File: config.mk
export PLATFORM = sky130hd
export DESIGN_NAME = cdb_arbiter_flat
export DESIGN_NICKNAME = d
export VERILOG_FILES = /design/src/rtl/cdb_arbiter_pkg.sv /design/src/rtl/cdb_arbiter_if.sv /design/src/rtl/cdb_src_fifo.sv /design/src/rtl/cdb_arbiter.sv /design/src/flat_wrapper.sv
export SDC_FILE = /design/constraint.sdc
export NUM_CORES = 1
export LEC_CHECK = 0
export BUFFER_PORTS_ARGS = -buffer_cell sky130_fd_sc_hd__buf_2
export CAP_MARGIN = 20
export CORE_AREA = 2 2 248 250
export CTS_BUF_LIST = sky130_fd_sc_hd__clkbuf_8
export CTS_CLUSTER_SIZE = 16
export DETAILED_ROUTE_END_ITERATION = 6
export DIE_AREA = 0 0 250 252
export MAX_ROUTING_LAYER = met4
export PLACE_DENSITY_LB_ADDON = 0.3
export SLEW_MARGIN = 25
export SYNTH_ARGS = -nofsm -noshare
export SYNTH_HDL_FRONTEND = slang
export SYNTH_SLANG_ARGS = --single-unit
File: constraint.sdc
create_clock -name clk -period 7.45 [get_ports clk]
set_clock_uncertainty 0.15 [all_clocks]
set_input_delay 0.745 -clock clk [delete_from_list [all_inputs] [get_ports clk]]
set_output_delay 0.745 -clock clk [all_outputs]
set_load 0.1 [all_outputs]
File: src/rtl/cdb_arbiter_pkg.sv
// Shared types and sizing for the CDB arbiter slice.
//   NUM_SRC producers (0=ALU, 1=LSB load, 2=store-ready), FIFO_DEPTH entries each,
//   ROB_LOG-bit RobId, cdb_entry_t = {value, topc, robid} payload.
package cdb_arbiter_pkg;

    localparam int unsigned NUM_SRC    = 3;
    localparam int unsigned FIFO_DEPTH = 2;
    localparam int unsigned ROB_LOG    = 4;
    localparam int unsigned DATA_W     = 32;
    localparam int unsigned SRC_W      = 2;
    localparam int unsigned PTR_W      = $clog2(FIFO_DEPTH);
    localparam int unsigned CNT_W      = PTR_W + 1;

    localparam logic [SRC_W-1:0]  CDB_SRC_ALU = SRC_W'(0);
    localparam logic [SRC_W-1:0]  CDB_SRC_LSB = SRC_W'(1);
    localparam logic [SRC_W-1:0]  CDB_SRC_ST  = SRC_W'(2);
    localparam logic [DATA_W-1:0] NO_JUMP_PC  = 32'hFFFF_FFFF;

    typedef struct packed {
        logic [DATA_W-1:0]  value;
        logic [DATA_W-1:0]  topc;
        logic [ROB_LOG-1:0] robid;
    } cdb_entry_t;

    // Source index k steps after base, modulo NUM_SRC.
    function automatic logic [SRC_W-1:0] rr_next(input logic [SRC_W-1:0] base, input int unsigned k);
        return SRC_W'((int'(base) + k) % NUM_SRC);
    endfunction

endpackage

File: src/rtl/cdb_arbiter_if.sv
// Producer-side and broadcast-side signals of the CDB arbiter.
//   slave  : used by the arbiter (takes src_*, drives src_ready and cdb_*)
//   master : used by producers / bench (drives src_*, observes src_ready and cdb_*)
interface cdb_arbiter_if;
    import cdb_arbiter_pkg::*;

    logic [NUM_SRC-1:0]         src_valid;
    logic [NUM_SRC-1:0]         src_ready;
    logic [NUM_SRC*DATA_W-1:0]  src_value;
    logic [NUM_SRC*DATA_W-1:0]  src_topc;
    logic [NUM_SRC*ROB_LOG-1:0] src_robid;
    logic                       cdb_valid;
    logic [SRC_W-1:0]           cdb_src;
    logic [DATA_W-1:0]          cdb_value;
    logic [DATA_W-1:0]          cdb_topc;
    logic [ROB_LOG-1:0]         cdb_robid;

    modport slave (
        input  src_valid, src_value, src_topc, src_robid,
        output src_ready, cdb_valid, cdb_src, cdb_value, cdb_topc, cdb_robid
    );

    modport master (
        output src_valid, src_value, src_topc, src_robid,
        input  src_ready, cdb_valid, cdb_src, cdb_value, cdb_topc, cdb_robid
    );

endinterface

File: src/rtl/cdb_src_fifo.sv
// Per-producer skid FIFO holding {value, topc, robid}.
//   clk, rst : clock, async active-high reset
//   flush    : synchronous discard of all entries
//   push/pop : pre-qualified by the caller (never push when full, never pop when empty)
//   din/dout : payload in, head payload out
//   full/empty : derived from the registered count only
module cdb_src_fifo
    import cdb_arbiter_pkg::*;
(
    input  logic       clk,
    input  logic       rst,
    input  logic       flush,
    input  logic       push,
    input  logic       pop,
    input  cdb_entry_t din,
    output cdb_entry_t dout,
    output logic       full,
    output logic       empty
);

    cdb_entry_t         mem [FIFO_DEPTH];
    logic [PTR_W-1:0]   wr_ptr;
    logic [PTR_W-1:0]   rd_ptr;
    logic [CNT_W-1:0]   count;

    // Pointers and occupancy; pointers wrap naturally at FIFO_DEPTH.
    always_ff @(posedge clk or posedge rst) begin
        if (rst) begin
            wr_ptr <= '0;
            rd_ptr <= '0;
            count  <= '0;
        end else if (flush) begin
            wr_ptr <= '0;
            rd_ptr <= '0;
            count  <= '0;
        end else begin
            if (push) wr_ptr <= wr_ptr + PTR_W'(1);
            if (pop)  rd_ptr <= rd_ptr + PTR_W'(1);
            count <= count + CNT_W'(push) - CNT_W'(pop);
        end
    end

    // Payload storage needs no reset; an entry is only read after being written.
    always_ff @(posedge clk) begin
        if (push && !flush) mem[wr_ptr] <= din;
    end

    assign dout  = mem[rd_ptr];
    assign full  = (count == CNT_W'(FIFO_DEPTH));
    assign empty = (count == '0);

endmodule

File: src/rtl/cdb_arbiter.sv
// Round-robin arbiter sharing the registered CDB between the write-back producers.
//   clk, rst : clock, async active-high reset
//   rdy      : global enable (low pauses push, pop and CDB update)
//   flush    : ROB jump flag; empties every FIFO and drops the broadcast
//   bus      : producer inputs/ready and the registered cdb_* broadcast
module cdb_arbiter
    import cdb_arbiter_pkg::*;
(
    input  logic          clk,
    input  logic          rst,
    input  logic          rdy,
    input  logic          flush,
    cdb_arbiter_if.slave  bus
);

    logic [NUM_SRC-1:0] full;
    logic [NUM_SRC-1:0] empty;
    logic [NUM_SRC-1:0] push;
    logic [NUM_SRC-1:0] pop;
    cdb_entry_t         din  [NUM_SRC];
    cdb_entry_t         head [NUM_SRC];

    logic               gnt_valid;
    logic [SRC_W-1:0]   gnt_idx;
    logic [SRC_W-1:0]   cand;
    logic [NUM_SRC-1:0] gnt_oh;

    logic               cdb_valid_q;
    logic [SRC_W-1:0]   cdb_src_q;
    cdb_entry_t         cdb_q;
    logic [SRC_W-1:0]   rr_last;

    // One FIFO per producer; push needs registered space, rdy and no flush.
    for (genvar gi = 0; gi < NUM_SRC; gi++) begin : g_src
        assign din[gi].value = bus.src_value[gi*DATA_W +: DATA_W];
        assign din[gi].topc  = bus.src_topc[gi*DATA_W +: DATA_W];
        assign din[gi].robid = bus.src_robid[gi*ROB_LOG +: ROB_LOG];
        assign push[gi]      = bus.src_valid[gi] & ~full[gi] & rdy & ~flush;

        cdb_src_fifo u_fifo (
            .clk   (clk),
            .rst   (rst),
            .flush (flush),
            .push  (push[gi]),
            .pop   (pop[gi]),
            .din   (din[gi]),
            .dout  (head[gi]),
            .full  (full[gi]),
            .empty (empty[gi])
        );
    end

    // Round-robin pick: first non-empty FIFO after rr_last, from registered state only.
    always_comb begin
        gnt_valid = 1'b0;
        gnt_idx   = '0;
        cand      = '0;
        gnt_oh    = '0;
        for (int unsigned k = 1; k <= NUM_SRC; k++) begin
            cand = rr_next(rr_last, k);
            if (!gnt_valid && !empty[cand]) begin
                gnt_valid = 1'b1;
                gnt_idx   = cand;
            end
        end
        if (gnt_valid) gnt_oh[gnt_idx] = 1'b1;
    end

    assign pop = gnt_oh & {NUM_SRC{rdy & ~flush}};

    // Broadcast register and round-robin pointer; flush beats a stalled rdy.
    always_ff @(posedge clk or posedge rst) begin
        if (rst) begin
            cdb_valid_q <= 1'b0;
            cdb_src_q   <= '0;
            cdb_q.value <= '0;
            cdb_q.topc  <= NO_JUMP_PC;
            cdb_q.robid <= '0;
            rr_last     <= SRC_W'(NUM_SRC - 1);
        end else if (flush) begin
            cdb_valid_q <= 1'b0;
        end else if (rdy) begin
            if (gnt_valid) begin
                cdb_valid_q <= 1'b1;
                cdb_src_q   <= gnt_idx;
                cdb_q       <= head[gnt_idx];
                rr_last     <= gnt_idx;
            end else begin
                cdb_valid_q <= 1'b0;
            end
        end
    end

    assign bus.src_ready = ~full & {NUM_SRC{rdy}};
    assign bus.cdb_valid = cdb_valid_q;
    assign bus.cdb_src   = cdb_src_q;
    assign bus.cdb_value = cdb_q.value;
    assign bus.cdb_topc  = cdb_q.topc;
    assign bus.cdb_robid = cdb_q.robid;

endmodule

File: src/flat_wrapper.sv
// flat-port wrapper written by rule: the top's interface ports become plain ports
module cdb_arbiter_flat import cdb_arbiter_pkg::*;
  (clk, rst, rdy, flush, bus_src_valid, bus_src_value, bus_src_topc, bus_src_robid, bus_src_ready, bus_cdb_valid, bus_cdb_src, bus_cdb_value, bus_cdb_topc, bus_cdb_robid);
  cdb_arbiter_if bus_i ();
  input  logic clk;
  input  logic rst;
  input  logic rdy;
  input  logic flush;
  input wire logic [$bits(bus_i.src_valid)-1:0] bus_src_valid;
  input wire logic [$bits(bus_i.src_value)-1:0] bus_src_value;
  input wire logic [$bits(bus_i.src_topc)-1:0] bus_src_topc;
  input wire logic [$bits(bus_i.src_robid)-1:0] bus_src_robid;
  output wire logic [$bits(bus_i.src_ready)-1:0] bus_src_ready;
  output wire logic [$bits(bus_i.cdb_valid)-1:0] bus_cdb_valid;
  output wire logic [$bits(bus_i.cdb_src)-1:0] bus_cdb_src;
  output wire logic [$bits(bus_i.cdb_value)-1:0] bus_cdb_value;
  output wire logic [$bits(bus_i.cdb_topc)-1:0] bus_cdb_topc;
  output wire logic [$bits(bus_i.cdb_robid)-1:0] bus_cdb_robid;
  assign bus_i.src_valid = bus_src_valid;
  assign bus_i.src_value = bus_src_value;
  assign bus_i.src_topc = bus_src_topc;
  assign bus_i.src_robid = bus_src_robid;
  assign bus_src_ready = bus_i.src_ready;
  assign bus_cdb_valid = bus_i.cdb_valid;
  assign bus_cdb_src = bus_i.cdb_src;
  assign bus_cdb_value = bus_i.cdb_value;
  assign bus_cdb_topc = bus_i.cdb_topc;
  assign bus_cdb_robid = bus_i.cdb_robid;
  cdb_arbiter u_core (.clk(clk), .rst(rst), .rdy(rdy), .flush(flush), .bus(bus_i));
endmodule
==> results_dict.tcl <==
set metrics [dict create \
    synth_ff_type "edfxtp_1" \
    dieArea_um2 63000 \
    drive_gt1_share_pct 36.22 \
    placementRows 90 \
    gp_congestion 0.8193 \
    placed_area_um2 21420 \
    die_y_um 252 \
    synth_xor_area_share_pct 0.4561 \
    worst_path_largest_cell_delay_ns 0.79 \
    muxShareOfSynthArea_pct 11.18 \
    fmax_mhz 273.5 \
    fin_setup_tns_ns 0 \
    postCtsHoldBufs 1 \
    setup_viol 0 \
    cts_max_path_buffers 3 \
    synth_top_family_by_area "multiplexers" \
    cts_root_buf "clkbuf_8" \
    ios 285 \
    area_growth_pct 20.94 \
    yosys_warnings 0 \
    syn_avg_cell_area_um2 17.60 \
    clk_pin_slew_worst_paths_ns 0.06 \
    crit_slowest_cell "buf_4" \
    crit_path_start "u_core.rr_last[1]" \
    h-tree-depth 3 \
    holdCritStartpoint "bus_src_value[75]" \
    drtAntennaViolNets 0 \
    timing.hold.ws_ns 0.1097 \
    dpl.hpwl_mm 29.85 \
    p_leak_nw 8.302 \
    grt-ovfl-total 0 \
    remaining_drc_errors 0 \
    post-cts-setup-buffers 0 \
    synth_nets 1311 \
    drv_cap 0 \
    netlist_area_um2 19200 \
    power.density_nw_per_um2 393.4 \
    grt.total_usage_pct 16.47 \
    wirelength_mm 50.24 \
    cts_buffers 83 \
    grt_pass1_wl_mm 74.09 \
    arrival_ns 4.06 \
    max_slew_margin_pct 29.88 \
    yosys_register_bits 492 \
    cts_tree "done" \
    final_cell_mix "edfxtp_1 (408), buf_2 (284), mux2i_1 (138)" \
    post-route-period-util_pct 49.07 \
    finalHoldViolCount 0 \
    grt_setup_unrepaired "no" \
    startpoint_type "register" \
    critical_path_class "register to register" \
    crit_fanout 68 \
    hp-class "primary input to register" \
    ys_top_cells_by_area "edfxtp_1 (64%), mux2i_1 (7.2%), dfrtp_1 (6.6%)" \
    fin_util_pct 38.62 \
    start_util_pct 31.93 \
    worst_pin_slew_ns 1.052 \
    final_common_cell "edfxtp_1" \
    cp_data_required_time_ns 7.85 \
    fillers 5641 \
    synth.top_cell.area_share_pct 63.81 \
    synthCells 1091 \
    drtPass1Iterations 6 \
    synth_compound_area_share_pct 7.129 \
    vdd_drop_max_mv 0.2633 \
    maxSlewViolCount 0 \
    cts_sinks 492 \
    status "finished, final reports clean" \
    ys_types 51 \
    wire_per_inst_um 22.08 \
    grt_pass1_vias 11682 \
    fin_nets 1629 \
    final_area_um2 23220 \
    synthSimpleGateAreaFrac_pct 3.395 \
    r2r-start "u_core.rr_last[1]" \
    antenna_found_initial 14 \
    via_per_inst 4.825 \
    core_area_um2 60130 \
    fin_crit_ns 3.656 \
    synth_edf_count 408 \
    cts.repair.resized 0 \
    clkLatencyLatePin_ns 0.67 \
    drtIter0Drc 793 \
    die_w_um 250 \
    portBuffers 284 \
    crit_chain "inv_1 -> ha_1 -> or4b_1 -> a2111o_1 -> o22ai_4 -> buf_4 -> nand3_1 -> o211ai_1" \
    dr_total_vias 10977 \
    synthAdderAreaFrac_pct 0.5865 \
    cp-end-kind "register" \
    seq_area_frac_synth_pct 74.97 \
    grt_max_degree 74 \
    async_flop_share_pct 17.07 \
    synth_top_area_cell "edfxtp_1" \
]
[kinds of logic after synthesis]
logic type	after synthesis
and+or+nand+nor	124
AOI/OAI and AO/OA	166
muxes	206
buffers and inverters	84
DFF	492
xor gates and xnor gates	10
adders and majority gates	9
[layer usage]
metal / GRT usage, % / vias to the layer above / share of wire [%]
met1: 21.47 / 5544 / 46
li1: - / 5010 / -
met4: 5.115 / 0 / 1.7
met5: - / - / 0
met3: 4.220 / 78 / 6.1
met2: 25.32 / 345 / 47
[worst paths after layout]
kind,end,cells after the start,slack [ns]
max,u_core.bus.cdb_value[16],8,3.79
min,u_core.g_src[2].u_fifo.mem[1][47],1,0.11
max reg2reg,u_core.bus.cdb_value[16],8,3.79
min reg2reg,u_core.bus.cdb_value[29],2,0.36
max in group asynchronous,u_core.g_src[0].u_fifo.rd_ptr,4,5.31
min in group asynchronous,u_core.bus.cdb_robid[3],3,0.55
[power breakdown]
part	switching (mW)	internal (mW)
Clock	1.08	1.38
Combinational	2.27	0.825
Sequential	0.244	3.34
[flip-flops by register name, summed over array words and instances, names as in the netlist]
signal,flops
u_core.g_src.u_fifo.rd_ptr,3
u_core.bus.cdb_src,1
u_core.bus.cdb_robid,4
u_core.g_src.u_fifo.mem,408
u_core.bus.cdb_valid,1
u_core.rr_last,2
u_core.g_src.u_fifo.wr_ptr,3
u_core.bus.cdb_value,32
u_core.g_src.u_fifo.count,6
u_core.bus.cdb_topc,32
[layout make-up]
type	count	area [um2]	area share [%]
Tap cell	782	978.4	4.214
Multi-Input combinational cell	515	4432	19.09
Timing Repair Buffer	304	1594	6.865
Antenna cell	13	32.53	0.1401
Clock buffer	95	1308	5.631
Clock inverter	61	419.2	1.805
Sequential cell	492	14410	62.04
Inverter	13	51.30	0.2209
[synthesized netlist by cell type, drive strengths merged (3+ instances only)]
library cell    n
edfxtp        408
mux2i         138
nand3          69
o211ai         69
a2bb2oi        68
mux2           68
dfrtp          51
clkbuf         39
dfstp          33
buf            32
nor2           17
inv            13
ha              9
nor3            8
xor2            7
nor2b           6
nand2           5
a21boi          4
a21oi           4
and2            4
or4b            4
o21ai           3
or3             3
xnor2           3
[worst max-delay path, delay by kind of cell, from the launching register on]
kind                       cells  cell delay (ns)
AOI/OAI and AO/OA              3             0.82
adders and majority gates      1             0.36
buffers and inverters          2             0.85
DFF                            1             0.54
and+or+nand+nor                2             0.78
[through the flow]
step	cells	setup WS, ns	total power, mW
finish	2275	3.794	9.136
floorplan	1091	0.6983	6.085
CTS	2261	3.629	9.244
global placement	2104	3.828	6.681
global route	2274	3.626	9.556
detailed placement	2104	3.672	6.747
(Power assumes the default switching activity.)
